File: src/rtl/full_adder.sv
// -----------------------------------------------------------------------------
// full_adder
//   Registered 1-bit full adder with an optional bit-serial carry chain.
//   Each valid cycle adds A + B + cin and registers {carry,sum} one clock
//   later. With chain=1 (and SERIAL_EN=1), cin comes from the carry produced
//   by the previous valid bit, so a multi-bit word can be added LSB first.
//
// Parameters
//   SERIAL_EN  1: honour chain, 0: chain ignored, cin is always C
//
// Ports
//   clk        in   system clock, rising edge
//   rst_n      in   asynchronous active-low reset
//   A, B       in   addend bits
//   C          in   external carry-in (used when not chaining)
//   in_valid   in   qualifies A/B/C/chain this cycle
//   chain      in   1 = carry-in from the internal carry register
//   carry      out  registered carry-out
//   sum        out  registered sum bit
//   out_valid  out  carry/sum come from the previous cycle's valid input
// -----------------------------------------------------------------------------
module full_adder #(
   parameter int SERIAL_EN = 1
) (
   input  logic clk,
   input  logic rst_n,
   input  logic A,
   input  logic B,
   input  logic C,
   input  logic in_valid,
   input  logic chain,
   output logic carry,
   output logic sum,
   output logic out_valid
);

   // The output carry register doubles as the chained carry (carry_q): both
   // load on the same valid edges and clear on the same reset, so a separate
   // copy would always hold the identical value.
   logic r_carry;
   logic r_sum;
   logic r_out_valid;

   logic w_use_chain;
   logic w_cin;
   logic w_sum;
   logic w_carry;

   always_comb begin
      w_use_chain = (SERIAL_EN != 0) && chain;
      w_cin       = w_use_chain ? r_carry : C;
      w_sum       = A ^ B ^ w_cin;
      w_carry     = (A & B) | (A & w_cin) | (B & w_cin);
   end

   // Idle cycles drop out_valid but leave the result registers untouched, so
   // a serial word may be paused between bits without losing its carry.
   always_ff @(posedge clk or negedge rst_n) begin
      if (!rst_n) begin
         r_carry     <= 1'b0;
         r_sum       <= 1'b0;
         r_out_valid <= 1'b0;
      end else begin
         r_out_valid <= in_valid;
         if (in_valid) begin
            r_carry <= w_carry;
            r_sum   <= w_sum;
         end
      end
   end

   assign carry     = r_carry;
   assign sum       = r_sum;
   assign out_valid = r_out_valid;

endmodule

File: config.mk
export PLATFORM = sky130hd
export DESIGN_NAME = full_adder
export DESIGN_NICKNAME = d
export VERILOG_FILES = /design/src/rtl/full_adder.sv
export SDC_FILE = /design/constraint.sdc
export NUM_CORES = 1
export LEC_CHECK = 0
export CORE_AREA = 2 2 39 41
export CTS_BUF_LIST = sky130_fd_sc_hd__clkbuf_4
export CTS_CLUSTER_DIAMETER = 80
export CTS_CLUSTER_SIZE = 30
export DETAILED_ROUTE_END_ITERATION = 12
export DIE_AREA = 0 0 41 43
export HOLD_SLACK_MARGIN = 0.15
export PLACE_DENSITY = 0.3
export SLEW_MARGIN = 20
export SYNTH_ARGS = -nofsm -noshare
export SYNTH_HDL_FRONTEND = slang
export SYNTH_SLANG_ARGS = --single-unit
export TNS_END_PERCENT = 50
File: constraint.sdc
create_clock -name clk -period 2.32 [get_ports clk]
set_input_delay 0.348 -clock clk [delete_from_list [all_inputs] [get_ports clk]]
set_output_delay 0.348 -clock clk [all_outputs]
set_load 0.01 [all_outputs]
* After elaboration in Yosys (flattened, before gate mapping)
Cells that the tools add are included.
** Word-level totals
- Register bits after elaboration :: 3
- Input port bits :: 7
- Logic and storage cells :: 11
** Operators by class
- Multiplexer cells :: 1
- Bitwise gates (word level) :: 7
** Operators by type and width (count)
- 1-bit AND :: 3
- 1-bit OR :: 2
- 1-bit XOR :: 2
- 1-bit 2-to-1 mux :: 1

* Depth between registers and ports, before layout
- Depth after elaboration :: 4
- Gate-level depth with buffers :: 3

* Worst setup path after synthesis
Ideal clock, no wire load.
- Kind :: reg2reg
- Start point :: register r_carry (netlist: carry)
- End point :: register r_sum (netlist: sum)
- Arrival :: 1.344 ns
- Path slack :: 0.851 ns
- Cell stages (with the launch flop) :: 4
- Clock period less this slack :: 1.469 ns
- Cell sequence :: dfrtp_1 -> mux2_2 -> fa_1 -> mux2_2
** On the way
- Cells in the longest elaborated chain, start to end :: 2
** RTL lines
- start: declaration :: line 40 : logic r_carry;
- start signal: assignment :: line 66 : r_carry <= w_carry;
- 1-bit 2-to-1 mux :: line 51 : w_cin = w_use_chain ? r_carry : C;
- 1-bit XOR :: line 52 : w_sum = A ^ B ^ w_cin;
- via w_sum :: line 46 : logic w_sum;
- end signal: assignment :: line 67 : r_sum <= w_sum;
- end: declaration :: line 41 : logic r_sum;
The timed path passes the listed nets, and every way through them passes these cells.
A chain may end at the register's enable or synchronous reset.

* Worst setup path in the final report
- Start point :: input port chain
- End point :: register r_sum (netlist: sum)
** On the way
- Cells in the longest elaborated chain, start to end :: 2
** RTL lines
- start: declaration :: line 31 : input logic chain,
- 1-bit 2-to-1 mux :: line 51
- 1-bit XOR :: line 52
- via w_sum :: line 46
The timed path passes the listed nets, and every way through them passes these cells.

==> results by group <==
Worst setup path
  • Most used cell, CP: mux2_2
  • CP max-delay cell: clkdlybuf4s50_1
  • Worst r2r path cells: 3
  • CP peak stage delay: 460 ps
  • Setup crit start kind: primary input
  • CP top delay family: multiplexers
  • CP Capture Type: register
  • Max Fanout on Critical Path: 1
  • Critical path arrival: 1880 ps
  • Worst path bufs/invs: 1
  • CP Data Required Time: 2430 ps
  • Crit. path cell count: 4
  • Crit path cell chain: clkdlybuf4s50_1 -> mux2_2 -> fa_1 -> mux2_2
  • Setup CP Type: primary input to register

Job
  • Max_cap viols: 0

Clock network
  • Clk slew on worst S/H paths: 40 ps
  • Clk_lat worst skew: 230 ps
  • Clock Root Buffer: clkbuf_4
  • Clock Path Buffers: 2
  • Post-cts sizing count: 0
  • H-tree Lvls: 1
  • Sink Count: 3
  • Setup Buffers After CTS: 0
  • CTS Hold Bufs: 0
  • CTS Buf Count: 3
  • CTS tree: done

Route
  • Detail Route Antenna Nets: 0
  • Drt drc: 0
  • Highest metal used: met3
  • WL met2: 144 µm
  • Routed vias: 103
  • Drt pass-1 iters: 2
  • Met3 Wirelength: 22 µm
  • Post-Route WL: 324 µm
  • Met1 WL: 157 µm
  • Via density: 2.861
  • Drt wl/cell: 9.000 µm
  • First DRT Iteration DRCs: 1

Timing
  • Tcrit/Tclk final: 0.7637
  • Pins Over Slew Limit: 0
  • Relative slew slack: 0.8995
  • Final hold vios: 0
  • Worst Hold Slack: 307.3 ps
  • Post-route minimum period: 1772 ps
  • Final worst slack: 548.1 ps
  • Setup violations, final: 0
  • Unrepaired setup endpoints after global routing: no
  • Actual slew at the worst max-slew pin: 150.3 ps
  • Clock skew: 0.8903 ps
  • Max Freq: 0.5644 GHz
  • Setup TNS: 0 ps

Worst hold path
  • HP Class: primary input to asynchronous set/reset pin

Floorplan
  • Core area: 0.001384 mm²
  • Die W: 41 µm
  • Die Y: 43 µm
  • Rows: 14
  • Die area: 0.001763 mm²
  • # IOs: 10
  • Initial Utilization: 0.09313

Power
  • Lkg Pwr: 0.1078 nW
  • Pwr Density: 806.8 mW/mm²
  • Sequential fraction of design power: 0.306
  • Clock power frac: 0.464
  • Peak VDD IR: 0.3484 mV
  • NetSw: 0.04609 mW
  • Combinational Power Share: 0.230
  • Internal power: 0.1709 mW
  • Sw Share: 0.2124

Cells and area
  • Finished Cell Area: 269.0 µm²
  • Register area: 75.07 µm²
  • Nets: 29
  • Area growth syn-to-layout: 108.7%
  • Layout fillers: 152
  • Multi-input gate area: 53.80 µm²
  • Layout cells sized above 1: 0.3500
  • Diode count: 0
  • Layout Cells excl Fill: 36

Logic synthesis
  • Cell count after synthesis: 7
  • Largest cells by area after synthesis: dfrtp_1, mux2_2, fa_1
  • Post-synth top cells: dfrtp_1, mux2_2, fa_1
  • Syn avg cell area: 18.41 µm²
  • Netlist cell types: 3
  • Number of enable flip-flop cells after synthesis: 0
  • Register bit total from synthesis: 3
  • Cell area after technology mapping: 128.9 µm²
  • Area leader, netlist: dfrtp_1
  • Dominant synthesized flop cell: dfrtp_1
  • Yosys warning count: 0
  • Post-synthesis sequential area ratio: 0.5825
  • Net count of the mapped netlist: 15
  • Asr flop ratio synth: 1.000
  • Post-synth top area share: 0.5825

Placed design
  • Post-DP Area: 239.0 µm²
  • Port Buf Inserts: 9
  • DP Cell Count: 32
  • DP Worst Slack: 321.1 ps
  • DP Wirelength: 253.5 µm
  • Placer congestion estimate: 0.6631

Global route
  • Global route total overflow: 0
  • Largest net degree at the start of global routing: 4
  • Number of global-route vias before repair: 123
  • First-pass GRT wire length: 483 µm
  • Initial antenna violation count: 0
  • GRT Total Usage: 0.04920

Outcome
  • Status: finished, final reports clean
==> final cells by class <==
type / count / share of cell area
sequential: 3 / 0.2791
tap: 16 / 0.07442
clock buffer: 4 / 0.1116
timing repair buffer: 9 / 0.3349
multi-input combinational: 4 / 0.2000
==> power by group through the flow <==
| stage | clock network [mW] | registers (mW) | logic, mW |
|---|---|---|---|
| floorplan | 0 | 0.0704 | 0.0121 |
| global placement | 0 | 0.0663 | 0.0506 |
| detailed placement | 0 | 0.0667 | 0.0501 |
| CTS | 0.106 | 0.0662 | 0.0505 |
| global route | 0.109 | 0.0672 | 0.0539 |
| finish | 0.101 | 0.0664 | 0.0499 |
==> cell families after synthesis <==
kind of cell / Yosys count / synth area share
fa+ha+maj: 1 / 0.1553
mux: 3 / 0.2621
flops: 3 / 0.5825
==> stage by stage <==
| stage | utilization | total power, mW |
|---|---|---|
| after CTS | 0.1944 | 0.2226 |
| after global placement | 0.1727 | 0.1169 |
| after detailed placement | 0.1727 | 0.1168 |
| after floorplan | - | 0.08259 |
| after global routing | 0.1944 | 0.2304 |
| final | 0.1944 | 0.2170 |
==> placed cells by master (no fill, tap or decap) <==
cell,netlist,final
fa_1,1,1
clkdlybuf4s50_1,0,9
mux2_2,3,3
dfrtp_1,3,3
clkbuf_4,0,4
==> per-layer routing <==
layer  GRT usage  vias up
li1            -       49
met1     0.05466       49
met4     0.06000        0
met3     0.04712        0
met2     0.04375        5
met5           0        -
==> flip-flops by register name (all words and copies together), names as in the netlist <==
signal and flops:
carry 1, sum 1, out_valid 1
==> final timing paths <==
path,slack (ps),from,endpoint
min in group clk,530,sum,sum
min,310,rst_n,carry
max reg2reg,810,carry,sum
max in group asynchronous,1860,rst_n,sum
max,550,chain,sum
min reg2reg,530,sum,sum
No activity file was read; power rests on OpenSTA's default activity.
